==> config.mk <==
export PLATFORM = sky130hd
export DESIGN_NAME = fetch_stage
export DESIGN_NICKNAME = d
export VERILOG_FILES = /design/src/rtl/fetch_stage.sv
export SDC_FILE = /design/constraint.sdc
export NUM_CORES = 1
export LEC_CHECK = 0
export BUFFER_PORTS_ARGS = -buffer_cell sky130_fd_sc_hd__buf_2
export CAP_MARGIN = 20
export CORE_UTILIZATION = 51
export CTS_CLUSTER_SIZE = 24
export DETAILED_ROUTE_END_ITERATION = 10
export PLACE_DENSITY = 0.8
export SYNTH_ARGS = -nofsm -noshare
export SYNTH_HDL_FRONTEND = slang
export SYNTH_SLANG_ARGS = --single-unit
==> constraint.sdc <==
create_clock -name clk -period 3.51 [get_ports clk]
set_input_delay 0.1755 -clock clk [delete_from_list [all_inputs] [get_ports clk]]
set_output_delay 0.1755 -clock clk [all_outputs]
set_load 0.01 [all_outputs]
==> src/rtl/fetch_stage.sv <==
// fetch_stage: PC register, ROM address generation and IF/ID pipeline register.
// Ports:
//   clk, rst            clock and asynchronous active-high reset
//   stall               decode hazard; holds PC and IF/ID
//   redirect, redirect_pc  taken control transfer from execute (low two bits ignored)
//   rom_addr, rom_instr word address to / instruction from the combinational ROM
//   if_pc, if_instr, if_valid  IF/ID register contents
//   halted              halt word 32'hFFFF_FFFF fetched, fetch frozen
// Macro FETCH_HALT_DETECT_EN enables the RUN/HALT state machine; when it is
// undefined the halt word is fetched as an ordinary instruction.
module fetch_stage #(
    parameter logic [31:0] RESET_PC  = 32'h0000_0000,
    parameter logic [31:0] NOP_INSTR = 32'h0000_0013
) (
    input  logic        clk,
    input  logic        rst,
    input  logic        stall,
    input  logic        redirect,
    input  logic [31:0] redirect_pc,
    output logic [4:0]  rom_addr,
    input  logic [31:0] rom_instr,
    output logic [31:0] if_pc,
    output logic [31:0] if_instr,
    output logic        if_valid,
    output logic        halted
);
    logic [31:0] pc;
    assign rom_addr = pc[6:2];
`ifdef FETCH_HALT_DETECT_EN
    typedef enum logic {RUN, HALT} state_t;
    state_t state;
    assign halted = (state == HALT);
`else
    assign halted = 1'b0;
`endif
    always_ff @(posedge clk or posedge rst) begin
        if (rst) begin
            pc       <= RESET_PC;
            if_pc    <= 32'h0;
            if_instr <= NOP_INSTR;
            if_valid <= 1'b0;
`ifdef FETCH_HALT_DETECT_EN
            state    <= RUN;
`endif
        end else if (redirect) begin
            // Redirect beats stall and squashes a speculatively fetched halt.
            pc       <= redirect_pc & ~32'd3;
            if_instr <= NOP_INSTR;
            if_valid <= 1'b0;
`ifdef FETCH_HALT_DETECT_EN
            state    <= RUN;
`endif
        end else if (!stall
`ifdef FETCH_HALT_DETECT_EN
                     && state == RUN
`endif
                    ) begin
            if_pc    <= pc;
            if_instr <= rom_instr;
            if_valid <= 1'b1;
            pc       <= pc + 32'd4;
`ifdef FETCH_HALT_DETECT_EN
            // The halt word itself is passed downstream once as valid.
            if (rom_instr == 32'hFFFF_FFFF)
                state <= HALT;
`endif
        end
`ifdef FETCH_HALT_DETECT_EN
        else if (!stall) begin
            if_instr <= NOP_INSTR;
            if_valid <= 1'b0;
        end
`endif
    end
endmodule

Word-level counts from Yosys, hierarchy flattened. Cells that the tools add are included.

Reduce and logical (&&, ||, !) cells: 1. Eq/ne operators: 1. Shifts and indexed selects: 0. Bitwise operators: 2. Add/subtract/negate cells: 1. Multiply operators: 0. Muxes and demuxes: 6. Divide/modulo/power cells: 0. $lt $le $gt $ge: 0.

Operator list (number): 2-to-1 mux 32 bit (4); adder 32 x 3 -> 32 bit, second input constant (1); 2-to-1 mux 1 bit (2); != test 2 x 1 -> 1 bit, second input constant (1); NOT 1 bit (2); AND reduction 2 bit (1).

Bits in writable memories: 0. Register bits after elaboration: 97. Latch bits: 0. Memories kept: 0. Bits in read-only memories: 0.

Longest topological paths before layout. Gate-level depths: netlist of the first run.

Depth after elaboration: 3. Gate-level depth with buffers: 7. Depth with buffers taken out: 5.

Worst setup path before layout of the first run. Ideal clock, no wire load.

Kind: reg-to-reg. Start point: register pc[2]. End point: register pc[22]. Buffers on the path: 2. Arrival: 1677 ps. Stages on the path, launching flop included: 8. Data required time: 3441 ps. Period minus slack after synthesis: 1746 ps. Setup time: 69 ps. Setup slack: 1764 ps. Cells stage by stage: dfrtp_1 -> ha_1 -> and4b_1 -> clkbuf_4 -> nand4_1 -> clkbuf_1 -> or4_1 -> nand3_1.

Longest elaborated chain between the ends: 3.

Ends and longest elaborated chain: start: declaration (RTL line 27) `logic [31:0] pc;`; start signal: assignment (RTL line 47) `pc <= redirect_pc & ~32'd3;`; start signal: assignment (RTL line 61) `pc <= pc + 32'd4;`; adder 32 x 3 -> 32 bit (RTL line 61); 2-to-1 mux 32 bit (RTL line 53) `end else if (!stall`; 2-to-1 mux 32 bit (RTL line 45) `end else if (redirect) begin`.

No other way between the ends. The select of a mux whose other input is x is not followed. A chain may end at the register's enable or synchronous reset.

Worst setup path in the final report of the first run.
Start point: register pc[2]. End point: register pc[18].

Same word-level chain as after synthesis.

==> impl_metrics.py, run 1 <==
metrics = {
    "status": {
        "status": "complete, no violations",
    },
    "drt": {
        "drc": 0,
        "detail_route.wl_per_cell_um": 16.0,
        "vias_per_cell": 5.69,
        "vias": 3579,
        "ant_nets": 0,
        "routed_wl_um": 10100,
        "drt-pass1-iter-count": 5,
        "drt-initial-drc-count": 263,
    },
    "min_path": {
        "hold_path.class": "in2reg",
        "hp-start": "redirect_pc[15]",
        "whs_path_depth": 3,
    },
    "cts": {
        "clockBufferDepth": 2,
        "cts_sinks": 93,
        "cts_buffers": 9,
        "cts_setup_buffers": 0,
        "ctsResizeCount": 0,
        "clk_pin_slew_ns": 0.09,
        "cts_htree_levels": 3,
        "clock-root-buffer": "clkbuf_8",
        "tritoncts": "built",
        "clkLatencyLatePin_ns": 0.36,
    },
    "sta": {
        "period_share_pct": 66.8,
        "post-route-min-period_ns": 2.34,
        "rsz0062_at_grt": "false",
        "max_slew.worst_pin.slew_ns": 0.888,
        "fmax_mhz": 427,
        "skew_ns": 0.00817,
        "setup_viol": 0,
        "fin_tns_setup_ns": 0,
        "slew_headroom_pct": 40.7,
        "hold_violations": 0,
        "drv_slew": 0,
    },
    "global_routing": {
        "grt_max_degree": 52,
        "grt_pass1_wl_um": 16100,
        "overflow": 0,
        "track_usage_pct": 23.3,
        "antenna_found_initial": 0,
        "grt_pass1_vias": 3450,
    },
    "placed_design": {
        "post-dp-hpwl_um": 7030,
        "dp_cells": 612,
        "io_buffers": 133,
        "gp_congestion": 0.834,
    },
    "worst_setup_path": {
        "worstRegToRegCells": 5,
        "critPathLaunchType": "register",
        "startpoint": "pc[2]$_DFFE_PP0N_",
        "required_ns": 3.79,
        "path_class": "reg2reg",
        "worstPathArrival_ns": 2.62,
        "crit_fanout": 13,
        "r2r-start": "pc[2]$_DFFE_PP0N_",
        "endpoint_kind": "register",
    },
    "pwr": {
        "p_total_w": 0.00254,
        "powerDensity_nw_per_um2": 480,
        "power.leakage_nw": 2.58,
        "ir_worst_vdd_mv": 0.254,
    },
    "finish": {
        "final_common_cell": "buf_2",
        "area_growth_pct": 21.4,
        "fin_util_pct": 64.0,
        "final_layout_size_suffix_gt1_share_pct": 37.6,
        "final_cell_mix": "buf_2 (133), dfrtp_1 (90), nor2_1 (40)",
        "fin_nets": 588,
        "fin_cells": 629,
        "diodes": 0,
    },
    "yosys": {
        "avgSynthCellArea_sq_um": 11.0,
        "ys_seq_elements": 93,
        "yosysWarnings": 0,
        "netlist_area_sq_um": 4350,
        "syn_inst": 395,
        "netlist.area_leader.share_pct": 51.7,
        "synth_area_leaders": "dfrtp_1 (52%), mux2_2 (7.8%), mux2i_1 (7.6%), nor2_1 (3.5%), nand2_1 (2.9%)",
        "synth-async-reset-ratio_pct": 100,
        "yosysTopAreaCell": "dfrtp_1",
        "synth_cell_types": 47,
        "synth_edf_count": 0,
        "ys_dominant_reg_cell": "dfrtp_1",
        "ys_seq_area_share_pct": 53.5,
    },
    "floorplan": {
        "pin_count": 139,
        "row_count": 33,
        "initial_core_util_pct": 52.7,
        "die_y_um": 94.4,
        "dieWidth_um": 94.4,
        "design.die.area_sq_um": 8910,
        "core_area_sq_um": 8260,
    },
    "flow_run": {
        "drv_cap": 0,
    },
}
-- repair_timing --
item,CTS,global route
hold endpoints to repair,8,0
hold buffers,1,0
setup endpoints to repair,0,0
-- worst max-delay path, cell delays in order (launching register included) --
cell and delay [ns]:
dfrtp_1 0.45, ha_1 0.20, and4b_1 0.37, nand4_1 0.51, or4_1 0.57, a31oi_1 0.17
-- power by group --
group          internal, W  switching [W]  total [W]
logic             0.000210       0.000222   0.000432
registers          0.00119      0.0000992    0.00129
clock network     0.000427       0.000386   0.000813
total              0.00183       0.000708    0.00254
-- cells in the mapped netlist (3+ instances only) --
cell and instances:
o21ai_0 13, o311ai_0 4, mux2i_1 33, nand2_1 34
o211ai_1 7, and4_1 4, nor2b_1 3, buf_4 8
and4b_1 3, nand4b_1 3, and3_1 4, nor3_1 3
buf_1 4, a31oi_1 8, nand4_1 10, nand3_1 19
mux2_2 30, dfrtp_1 90, o31ai_1 5, or4_1 9
xor2_1 6, nor2_1 41, buf_2 4, dfstp_2 3
clkbuf_1 10, xnor2_1 5, inv_1 8
-- per-layer routing --
metal / part of all wire (%) / wire (um) / GRT usage [%] / vias up
li1: - / - / - / 1651
met1: 41 / 4160 / 30.7 / 1753
met2: 50 / 5000 / 38.5 / 148
met3: 6.3 / 632 / 3.70 / 27
met4: 2.6 / 257 / 9.49 / 0
met5: 0 / 0 / 0 / -
-- kinds of logic after synthesis --
group / Yosys count / share of synthesized area (%)
adder cells (fa/ha/maj): 1 / 0.287
buffers and inverters: 38 / 4.51
flip-flops: 93 / 53.5
AND/OR/NAND/NOR: 145 / 17.4
AO/OA/AOI/OAI: 43 / 6.61
other: 1 / 0.0861
XOR/XNOR: 11 / 2.21
multiplexers: 63 / 15.3
-- state kept, by name (all words and copies together), names as in the netlist --
signal and count:
if_pc 30, if_instr 32, pc 30, if_valid 1
-- through the flow --
step           hold slack (ns)  instance area (sq um)  setup WS [ns]
2_1_floorplan            0.295                   4360          0.919
3_3_place_gp             0.364                   5040           1.29
3_5_place_dp             0.385                   5040           1.23
4_1_cts                0.00717                   5290           1.23
5_1_grt                 0.0230                   5290          0.959
6_report                0.0207                   5290           1.17
-- path summary, 6_finish.rpt --
path / endpoint / slack (ns)
hold / removal: pc[15]$_DFFE_PP0N_ / 0.02
setup / recovery: pc[18]$_DFFE_PP0N_ / 1.17
hold reg to reg: if_pc[25]$_DFFE_PP0P_ / 0.51
max in group asynchronous: if_instr[16]$_DFFE_PP0N_ / 2.17
setup reg to reg: pc[18]$_DFFE_PP0N_ / 1.17
min in group asynchronous: if_pc[2]$_DFFE_PP0P_ / 0.52
-- layout make-up --
class / count / area [sq um]
Fill cell: 679 / 2970
Sequential cell: 93 / 2330
Multi-Input combinational cell: 266 / 1840
Timing Repair Buffer: 140 / 721
Clock buffer: 10 / 138
Tap cell: 105 / 131
Clock inverter: 6 / 95.1
Inverter: 9 / 35.0
Note: power is estimated with default switching activity, not from simulation.
==> run 2, diff against run 1 <==
clock period = 2.3 ns   (was 3.51 ns; I/O delays follow)
==> run 2 against run 1 <==
  * Sequential share of layout area fell by 2.8 points
  * Sequential cell count unchanged
  * Largest cell class unchanged
  * Critical path depth decreased by 1
  * Power rose by 54%
  * Setup slack got worse by 0.80 ns
  * Register-to-register slack lost 0.80 ns
==> impl_metrics.py, run 2 (synthesis results as in run 1) <==
metrics = {
    "finish": {
        "area_growth_pct": 29.7,
        "regArea_sq_um": 2330,
        "final_common_cell": "buf_2",
        "final_cell_mix": "buf_2 (133), dfrtp_1 (90), nor2_1 (40)",
        "fillers": 635,
        "largest_register_ff_count": 32,
        "multi_input_area_sq_um": 1840,
        "diodes": 0,
        "fin_nets": 622,
        "largest-register": "if_instr",
        "final_layout_size_suffix_gt1_share_pct": 36.0,
        "reg_top3": "if_instr x32, if_pc x30, pc x30",
        "fin_cells": 663,
    },
    "sta": {
        "drv_slew": 0,
        "rsz0062_at_grt": "false",
        "fin_tns_setup_ns": 0,
        "max_slew.worst_pin.slew_ns": 0.585,
        "period_share_pct": 84.2,
        "hold_violations": 0,
        "setup_viol": 0,
        "skew_ns": 0.0129,
        "post-route-min-period_ns": 1.94,
        "slew_headroom_pct": 60.7,
        "fmax_mhz": 517,
    },
    "drt": {
        "detail_route.wl_per_cell_um": 15.5,
        "routed_wl_um": 10300,
        "drt-initial-drc-count": 198,
        "vias_per_cell": 5.59,
        "drt-pass1-iter-count": 5,
        "vias": 3703,
        "drc": 0,
        "ant_nets": 0,
    },
    "cts": {
        "cts_htree_levels": 3,
        "tritoncts": "built",
        "cts_sinks": 93,
        "ctsResizeCount": 0,
        "clock-root-buffer": "clkbuf_8",
        "clkLatencyLatePin_ns": 0.35,
        "cts_buffers": 9,
        "ctsHoldBuffers": 31,
        "clk_pin_slew_ns": 0.10,
        "clockBufferDepth": 2,
        "cts_setup_buffers": 0,
    },
    "global_routing": {
        "antenna_found_initial": 0,
        "overflow": 0,
        "track_usage_pct": 24.2,
        "grt_pass1_vias": 3619,
        "grt_max_degree": 48,
        "grt_pass1_wl_um": 16800,
    },
    "placed_design": {
        "gp_congestion": 0.830,
        "io_buffers": 133,
        "post-dp-hpwl_um": 7130,
        "dp_cells": 616,
    },
    "pwr": {
        "p_switching_w": 0.00106,
        "powerDensity_nw_per_um2": 693,
        "switching_share_pct": 27.1,
        "p_clk_share_pct": 31.5,
        "ir_worst_vdd_mv": 0.389,
        "power.leakage_nw": 2.72,
        "p_seq_share_pct": 50.3,
        "p_comb_share_pct": 18.3,
        "internal_power_w": 0.00285,
    },
    "worst_setup_path": {
        "regToRegEndpoint": "pc[28]$_DFFE_PP0N_",
        "worstRegToRegCells": 4,
        "endpoint_kind": "register",
        "startpoint": "pc[16]$_DFFE_PP0N_",
        "required_ns": 2.56,
        "r2r-start": "pc[16]$_DFFE_PP0N_",
        "rrSetupSlack_ns": 0.36,
        "critPathLaunchType": "register",
        "worstPathArrival_ns": 2.20,
        "path_class": "reg2reg",
        "crit_fanout": 7,
        "crit_end": "pc[28]$_DFFE_PP0N_",
    },
    "floorplan": {
        "initial_core_util_pct": 52.7,
        "design.die.area_sq_um": 8910,
        "row_count": 33,
        "core_area_sq_um": 8260,
        "die_y_um": 94.4,
        "pin_count": 139,
        "dieWidth_um": 94.4,
    },
    "min_path": {
        "hold_path.class": "in2reg",
    },
    "status": {
        "status": "complete, no violations",
    },
    "flow_run": {
        "drv_cap": 0,
    },
}
## run 2: final cells by class
cell class / count / area share [%]
sequential: 93 / 41.3
multi-input combinational: 266 / 32.5
timing repair buffer: 174 / 19.1
clock buffer: 11 / 2.68
tap: 105 / 2.33
clock inverter: 5 / 1.46
inverter: 9 / 0.665
## run 2: how the worst min path moves through the flow
stage,from,endpoint,depth (start not counted)
6_report,rom_instr[10],if_instr[10]$_DFFE_PP0N_,3
5_1_grt,redirect_pc[26],pc[26]$_DFFE_PP0N_,3
4_1_cts,rom_instr[12],if_instr[12]$_DFFE_PP0N_,3
3_5_place_dp,rst,if_instr[20]$_DFFE_PP0N_,2
3_3_place_gp,rst,if_instr[20]$_DFFE_PP0N_,2
2_1_floorplan,redirect_pc[15],pc[15]$_DFFE_PP0N_,2
## run 2: critical path: stages (launching register included)
cell and delay (ns):
dfrtp_1 0.45, nand4_1 0.23, or3_4 0.46, or4_1 0.49, a31oi_1 0.21
## run 2: stage by stage
stage / hold WS [ns] / setup slack [ns] / power, W / area (sq um) / utilization, %
floorplan: 0.235 / 0.554 / 0.00238 / 4370 / -
global placement: 0.209 / 0.451 / 0.00264 / 5100 / 61.8
detailed placement: 0.212 / 0.411 / 0.00267 / 5100 / 61.8
CTS: 0.000108 / 0.383 / 0.00395 / 5650 / 68.4
global route: 0.00498 / 0.202 / 0.00411 / 5650 / 68.4
finish: 0.00672 / 0.364 / 0.00391 / 5650 / 68.4
## run 2: power by group through the flow
stage	Sequential, W	Clock (W)	Combinational (W)
finish	0.00197	0.00123	0.000715
global route	0.00200	0.00133	0.000785
CTS	0.00197	0.00126	0.000719
detailed placement	0.00200	0	0.000677
global placement	0.00199	0	0.000657
floorplan	0.00204	0	0.000349
## run 2: routing by layer
layer  vias to the layer above  routed length [um]  GRT usage, %
met1                      1797                4300          31.8
met3                        28                 575          4.11
met2                       141                5150          39.2
met5                         -                   0             0
met4                         0                 273          11.3
li1                       1737                   -             -
